File: src/rtl/uart_rx.sv
// ---------------------------------------------------------------------------
// uart_rx
// Asynchronous-serial receiver, 8N1, LSB first. The raw RX pin is brought
// into the clock domain by a two-flop synchronizer. Each bit is then sampled
// at its midpoint by a small state machine, and bad stop bits are flagged.
//
// Parameters
//   CLOCKS_PER_BAUD  clk cycles per bit (>= 4), default 100 MHz / 115200
//
// Ports
//   clk              in   system clock, rising edge
//   rst              in   asynchronous active-high reset
//   rx               in   raw serial line, idle high, asynchronous to clk
//   data_o           out  [7:0] last correctly framed byte
//   valid_o          out  one-cycle pulse when data_o is updated
//   framing_error_o  out  one-cycle pulse when the stop bit is sampled low
//   busy_o           out  high while a frame is in START, DATA or STOP
// ---------------------------------------------------------------------------
module uart_rx #(
   parameter int CLOCKS_PER_BAUD = 868
) (
   input  logic       clk,
   input  logic       rst,
   input  logic       rx,
   output logic [7:0] data_o,
   output logic       valid_o,
   output logic       framing_error_o,
   output logic       busy_o
);

   localparam int CW = $clog2(CLOCKS_PER_BAUD);
   localparam int HALF = CLOCKS_PER_BAUD / 2;
   localparam logic [CW-1:0] HALF_LAST = CW'(HALF - 1);
   localparam logic [CW-1:0] FULL_LAST = CW'(CLOCKS_PER_BAUD - 1);
   localparam logic [CW-1:0] CNT_ONE   = CW'(1);

   typedef enum logic [2:0] {
      IDLE,
      START,
      DATA,
      STOP,
      WAIT_IDLE
   } state_t;

   state_t        r_state;
   state_t        w_nextState;
   logic          r_rxMeta;
   logic          r_rxSync;
   logic [1:0]    r_primeSr;
   logic [CW-1:0] r_baudCnt;
   logic [2:0]    r_bitIdx;
   logic [7:0]    r_shift;

   logic          w_rxS;
   logic          w_halfTick;
   logic          w_fullTick;
   logic          w_shiftEn;
   logic          w_loadByte;
   logic          w_frameErr;
   logic          w_clearCnt;

   assign w_rxS      = r_rxSync;
   assign w_halfTick = (r_baudCnt == HALF_LAST);
   assign w_fullTick = (r_baudCnt == FULL_LAST);

   // Two-flop synchronizer. Both flops reset to the idle level, so the line
   // looks idle until real pin samples have worked their way through.
   always_ff @(posedge clk or posedge rst) begin
      if (rst) begin
         r_rxMeta <= 1'b1;
         r_rxSync <= 1'b1;
      end else begin
         r_rxMeta <= rx;
         r_rxSync <= r_rxMeta;
      end
   end

   // Because the synchronizer resets to 1, its first two post-reset values
   // are fake idle levels rather than pin samples. This two-stage flag marks
   // when the synchronizer holds a genuine pin sample. Without it, a line
   // held low through reset would leave WAIT_IDLE on the fake 1 and start a
   // frame.
   always_ff @(posedge clk or posedge rst) begin
      if (rst) begin
         r_primeSr <= 2'b00;
      end else begin
         r_primeSr <= {r_primeSr[0], 1'b1};
      end
   end

   // State register.
   always_ff @(posedge clk or posedge rst) begin
      if (rst) begin
         r_state <= WAIT_IDLE;
      end else begin
         r_state <= w_nextState;
      end
   end

   // Next-state logic. START looks at the line half a bit after the falling
   // edge to reject glitches. DATA and STOP then look once per full bit
   // period, which puts each sample near the middle of its bit.
   always_comb begin
      w_nextState = r_state;
      case (r_state)
         IDLE: begin
            if (!w_rxS) begin
               w_nextState = START;
            end
         end
         START: begin
            if (w_halfTick) begin
               w_nextState = w_rxS ? IDLE : DATA;
            end
         end
         DATA: begin
            if (w_fullTick && (r_bitIdx == 3'd7)) begin
               w_nextState = STOP;
            end
         end
         STOP: begin
            if (w_fullTick) begin
               w_nextState = w_rxS ? IDLE : WAIT_IDLE;
            end
         end
         WAIT_IDLE: begin
            if (w_rxS && r_primeSr[1]) begin
               w_nextState = IDLE;
            end
         end
         default: begin
            w_nextState = WAIT_IDLE;
         end
      endcase
   end

   // Output and strobe decode. busy_o comes straight from the state. The
   // byte-load and framing strobes are registered below, so their pulses
   // land in the same cycle busy_o drops.
   always_comb begin
      busy_o     = 1'b0;
      w_shiftEn  = 1'b0;
      w_loadByte = 1'b0;
      w_frameErr = 1'b0;
      case (r_state)
         START: begin
            busy_o = 1'b1;
         end
         DATA: begin
            busy_o    = 1'b1;
            w_shiftEn = w_fullTick;
         end
         STOP: begin
            busy_o     = 1'b1;
            w_loadByte = w_fullTick && w_rxS;
            w_frameErr = w_fullTick && !w_rxS;
         end
         default: begin
            busy_o = 1'b0;
         end
      endcase
      w_clearCnt = (r_state == IDLE) || (r_state == WAIT_IDLE) ||
                   (w_nextState != r_state) || w_shiftEn;
   end

   // Baud counter. It is held at zero while waiting for a start bit and
   // restarts on every state change and every sampled data bit. That makes
   // each sample position depend only on when its phase began.
   always_ff @(posedge clk or posedge rst) begin
      if (rst) begin
         r_baudCnt <= '0;
      end else if (w_clearCnt) begin
         r_baudCnt <= '0;
      end else begin
         r_baudCnt <= r_baudCnt + CNT_ONE;
      end
   end

   // Bit index and shift register. Data arrives LSB first and enters at the
   // MSB. After eight shifts, the first bit received has reached bit 0.
   always_ff @(posedge clk or posedge rst) begin
      if (rst) begin
         r_bitIdx <= 3'd0;
         r_shift  <= 8'h00;
      end else begin
         if (r_state == IDLE) begin
            r_bitIdx <= 3'd0;
         end else if (w_shiftEn) begin
            r_bitIdx <= r_bitIdx + 3'd1;
         end
         if (w_shiftEn) begin
            r_shift <= {w_rxS, r_shift[7:1]};
         end
      end
   end

   // Registered outputs. data_o only changes on a good frame, so a framing
   // error leaves the previous byte in place.
   always_ff @(posedge clk or posedge rst) begin
      if (rst) begin
         data_o          <= 8'h00;
         valid_o         <= 1'b0;
         framing_error_o <= 1'b0;
      end else begin
         valid_o         <= w_loadByte;
         framing_error_o <= w_frameErr;
         if (w_loadByte) begin
            data_o <= r_shift;
         end
      end
   end

endmodule
File: config.mk
export PLATFORM = sky130hd
export DESIGN_NAME = uart_rx
export DESIGN_NICKNAME = d
export VERILOG_FILES = /design/src/rtl/uart_rx.sv
export SDC_FILE = /design/constraint.sdc
export NUM_CORES = 1
export LEC_CHECK = 0
export ABC_AREA = 1
export BUFFER_PORTS_ARGS = -buffer_cell sky130_fd_sc_hd__buf_2
export CAP_MARGIN = 30
export CORE_ASPECT_RATIO = 0.7
export CORE_UTILIZATION = 47
export CTS_CLUSTER_SIZE = 10
export DETAILED_ROUTE_END_ITERATION = 16
export PLACE_DENSITY = 0.73
export RECOVER_POWER = 25
export SYNTH_ARGS = -nofsm -noshare
export SYNTH_HDL_FRONTEND = slang
export SYNTH_SLANG_ARGS = --single-unit
File: constraint.sdc
create_clock -name clk -period 2.4 [get_ports clk]
set_input_delay 0.48 -clock clk [delete_from_list [all_inputs] [get_ports clk]]
set_output_delay 0.48 -clock clk [all_outputs]
set_load 0.01 [all_outputs]
After elaboration in Yosys (flattened, before gate mapping)
Index checks and enable logic that the tools add are counted.
{"block": "word_totals", "out_inout_bits": 11, "input_bits": 3, "register_bits": 38}
{"block": "op_classes", "addsub": 2, "n_reduce_logical": 11, "n_eq_ne": 8, "mux": 15}
{"cell": "$mux W3", "count": 8}
{"cell": "$pmux W3 S5", "count": 1}
{"cell": "$add A10 B1 Y10 const B", "count": 1}
{"cell": "$eq A10 B10 Y1 const B", "count": 1}
{"cell": "$eq A10 B9 Y1 const B", "count": 1}
{"cell": "$mux W10", "count": 1}
{"cell": "$eq A3 B2 Y1 const B", "count": 2}
{"cell": "$eq A3 B3 Y1 const B", "count": 2}
{"cell": "$logic_and A1 B1 Y1", "count": 4}
{"cell": "$mux W1", "count": 4}
{"cell": "$add A3 B1 Y3 const B", "count": 1}
{"cell": "$eq A3 B1 Y1 const B", "count": 1}
{"cell": "$logic_not A3 Y1", "count": 1}
{"cell": "$logic_or A1 B1 Y1", "count": 3}
{"cell": "$ne A3 B3 Y1", "count": 1}
{"cell": "$reduce_or A3 Y1", "count": 1}
{"cell": "$mux W2", "count": 1}
{"cell": "$reduce_bool A2 Y1", "count": 1}
{"cell": "$logic_not A1 Y1", "count": 1}

Depth between registers and ports, before layout
{"block": "logic_depth", "depth_word": 8, "ltp_mapped": 11, "ltp_nobuf": 11}

Worst setup path before layout
No wires, ideal clock.
{"block": "synth_path", "path_type": "reg-to-reg", "start": "reg r_baudCnt[0]", "end": "reg r_baudCnt[2]", "setup_slack_ns": 0.910, "setup_time_ns": 0.121, "arrival_time_ns": 1.369, "stages_incl_launch_ff": 9, "path_cell_list": "dfrtp_1 > ha_1 > nand2_1 > nor2_4 > nand2_4 > a21oi_2 > nand3_2 > nand3_4 > nor2_2"}
{"block": "synth_between", "elab_chain_cells": 8, "word_cells_on_any_way": 13}
{"element": "from (decl)", "line": "50", "source": "logic [CW-1:0] r_baudCnt;"}
{"element": "from (signal assigned)", "line": "175", "source": "r_baudCnt <= r_baudCnt + CNT_ONE;"}
{"element": "$eq A10 B10 Y1", "line": "64", "source": "assign w_fullTick = (r_baudCnt == FULL_LAST);"}
{"element": "$logic_and A1 B1 Y1", "line": "117", "source": "if (w_fullTick && (r_bitIdx == 3'd7)) begin"}
{"element": "$mux W3", "line": "117"}
{"element": "$pmux W3 S5", "line": "105", "source": "case (r_state)"}
{"element": "$ne A3 B3 Y1", "line": "163", "source": "(w_nextState != r_state) || w_shiftEn;"}
{"element": "$logic_or A1 B1 Y1", "line": "162", "source": "w_clearCnt = (r_state == IDLE) || (r_state == WAIT_IDLE) ||"}
{"element": "$logic_or A1 B1 Y1", "line": "163"}
{"element": "$mux W10 *", "line": "172", "source": "end else if (w_clearCnt) begin"}
Every way passes the cells marked *; elsewhere a longest branch is shown, timed or not.
A chain may end at the register's enable or synchronous reset.

Worst setup path after layout
{"block": "layout_path", "start": "reg r_state[2]", "end": "out busy_o"}
{"block": "layout_between", "elab_chain_cells": 3, "word_cells_on_any_way": 5}
{"element": "from (decl)", "line": "45", "source": "state_t r_state;"}
{"element": "from (signal assigned)", "line": "96", "source": "r_state <= w_nextState;"}
{"element": "$eq A3 B2 Y1 or $eq A3 B1 Y1 (tied branches)", "line": "145", "source": "case (r_state)"}
{"element": "$reduce_or A3 Y1 (no source line) *"}
{"element": "$mux W1 *", "line": "145"}
{"element": "to (decl)", "line": "28", "source": "output logic busy_o"}
Marked as above.

==> reports/results.tsv <==
stage	metric	value	unit
clock_tree	cts_tree	built	
synth	yosysWarnings	0	
layout	post-route-util	55.3	%
power	ir_drop	316	µV
floorplanning	core_area	3560	µm²
sta	max_clock_freq	613	MHz
status	status	complete, no violations	
synth	synthTopCellsByArea	dfrtp_1, nand2_1, o21ai_1, dfstp_2, nor2_2	
sta	finalSetupTns	0	ns
layout	final_cell_mix	nand2_1, dfrtp_1, inv_1	
floorplanning	die-height	53.2	µm
sta	hold_viol	0	
placement	gp_congestion	0.807	
routing	vias	1158	
routing	drc	0	
layout	antennaDiodeCount	0	
clock_tree	numCtsBuffers	5	
layout	syn_to_final_growth	11.8	%
synth	synth_area	1760	µm²
sta	fin_skew	0.0111	ns
placement	hpwl	2.03	mm
power	p_leak	0.966	nW
clock_tree	htree_levels	2	
setup_path	crit_fanout	5	
synth	syn_inst	185	
clock_tree	cts_buffer_depth	2	
layout	fin_cells	255	
routing	firstDrtPassIters	4	
layout	final_common_cell	nand2_1	
floorplanning	top_level_ports	14	
synth	yosysTopAreaCell	dfrtp_1	
routing	finalWirelength	2.74	mm
routing	avgViaCountPerCell	4.54	
grt	grt_util_all_layers	17.3	%
sta	relSlewSlack	41.6	%
min_path	hp-class	in2reg	
sta	min_period	1.63	ns
floorplanning	rows	18	
sta	setup_ws	0.770	ns
sta	finalCritPeriodShare	67.9	%
layout	drive_above_1_share	28.8	%
min_path	hold_depth	1	
layout	fin_nets	211	
routing	drt_iter0_markers	66	
sta	rsz0062_at_grt	false	
synth	synth_area_per_cell	9.52	µm²
clock_tree	post_cts_resized	0	
grt	grt-ovfl-total	0	
power	power.density	548	nW/µm²
sta	finalMaxSlewViolations	0	
setup_path	r2r_cells	8	
floorplanning	die_w	75.2	µm
synth	synth_seq_area_share	54.2	%
flow_run	cap_violations	0	
clock_tree	cts_setup_buffers	0	
placement	placedCellCount	247	
clock_tree	hold_buffers	0	
setup_path	worstPathArrival	1.15	ns
grt	antenna_found_initial	0	
synth	synthDistinctLibCells	30	
setup_path	crit_required	1.92	ns
setup_path	critPathLaunchType	register	
sta	worst-slew-pin-transition	0.876	ns
clock_tree	cts.clk_slew.worst_paths	0.07	ns
placement	portBuffers	13	
clock_tree	clock_sinks	38	
synth	synth.top_cell.area_share	49.7	%
grt	grt_pass1_wl	4.86	mm
clock_tree	clkLatencyLatePin	0.30	ns
floorplanning	design.die.area	4000	µm²
floorplanning	start_util	49.5	%
clock_tree	cts_root_buffer	clkbuf_8	
setup_path	worstSetupPathType	reg2out	
routing	wl_per_cell	10.8	µm
synth	synth_nets	192	
grt	grt_pass1_vias	1073	
synth	synth.ff_latch_count	38	
layout	nFillCells	325	
sta	finalSetupViolations	0	
routing	drtAntennaViolNets	0	
setup_path	cp-end-kind	output pin	
placement	place_ws	0.781	ns
grt	grt_max_degree	39	
==> synthesized netlist by cell type (all sizes together) <==
master	n
nand3	11
xor2	7
dfstp	3
nand3b	1
xnor2	1
ha	4
dfrtp	35
nand4	3
or2	1
buf	3
nor2	24
nor3	3
a21oi	2
nand2	40
o21ai	19
a31oi	1
inv	26
conb	1
==> logic make-up after synthesis <==
family	synth area share, %
xor+xnor	3.98
simple gates	25.6
buf+inv	6.39
fa+ha+maj	2.84
other cells	0.213
flops	54.2
compound gates	6.75
==> state kept, by name, summed over array words and instances, names as in the netlist, 2 cells and up <==
signal,flops
data_o,8
r_baudCnt,10
r_bitIdx,3
r_primeSr,2
r_shift,8
r_state,3
==> power breakdown <==
group / leakage [nW] / internal [mW] / switching, mW
Clock: 0.0450 / 0.201 / 0.215
Combinational: 0.421 / 0.00209 / 0.0130
Sequential: 0.501 / 0.645 / 0.00297
==> critical path: stages (launching register included) <==
cell and delay (ns):
dfstp_2 0.53, inv_2 0.05, nand2_2 0.10, nand2_1 0.05
buf_2 0.13
==> through the flow <==
step | hold slack, ns | cell area, µm² | power (mW)
after floorplan | 0.331 | 1760 | 0.670
after global placement | 0.334 | 1890 | 0.677
after detailed placement | 0.336 | 1890 | 0.677
after CTS | 0.273 | 1970 | 1.09
after global routing | 0.271 | 1970 | 1.12
final | 0.277 | 1970 | 1.08
==> per-layer routing <==
metal	vias up	routed length, µm	GRT usage (%)	part of all wire [%]
li1	619	-	-	-
met1	510	1540	25.1	56
met2	23	1020	22.4	37
met3	6	126	5.71	4.6
met4	0	53	9.26	1.9
met5	-	0	0	0
==> cell type report <==
type                            instances  area [µm²]  share of cell area, %
Clock buffer                            6        72.6                   3.68
Multi-Input combinational cell        118         694                   35.3
Clock inverter                          2        10.0                  0.508
Timing Repair Buffer                   15        77.6                   3.94
Tap cell                               50        62.6                   3.18
Inverter                               26        97.6                   4.96
Sequential cell                        38         955                   48.5
==> final timing paths <==
kind                                   startpoint                     end  slack, ns
max                          r_state[2]$_DFF_PP1_                  busy_o       0.77
min                                            rx      r_rxMeta$_DFF_PP1_       0.28
max reg2reg                r_baudCnt[0]$_DFF_PP0_  r_baudCnt[3]$_DFF_PP0_       0.78
min reg2reg                r_primeSr[0]$_DFF_PP0_  r_primeSr[1]$_DFF_PP0_       0.35
max in group asynchronous                     rst  r_baudCnt[7]$_DFF_PP0_       1.41
min in group asynchronous                     rst  r_primeSr[0]$_DFF_PP0_       0.43
(Power assumes the default switching activity.)
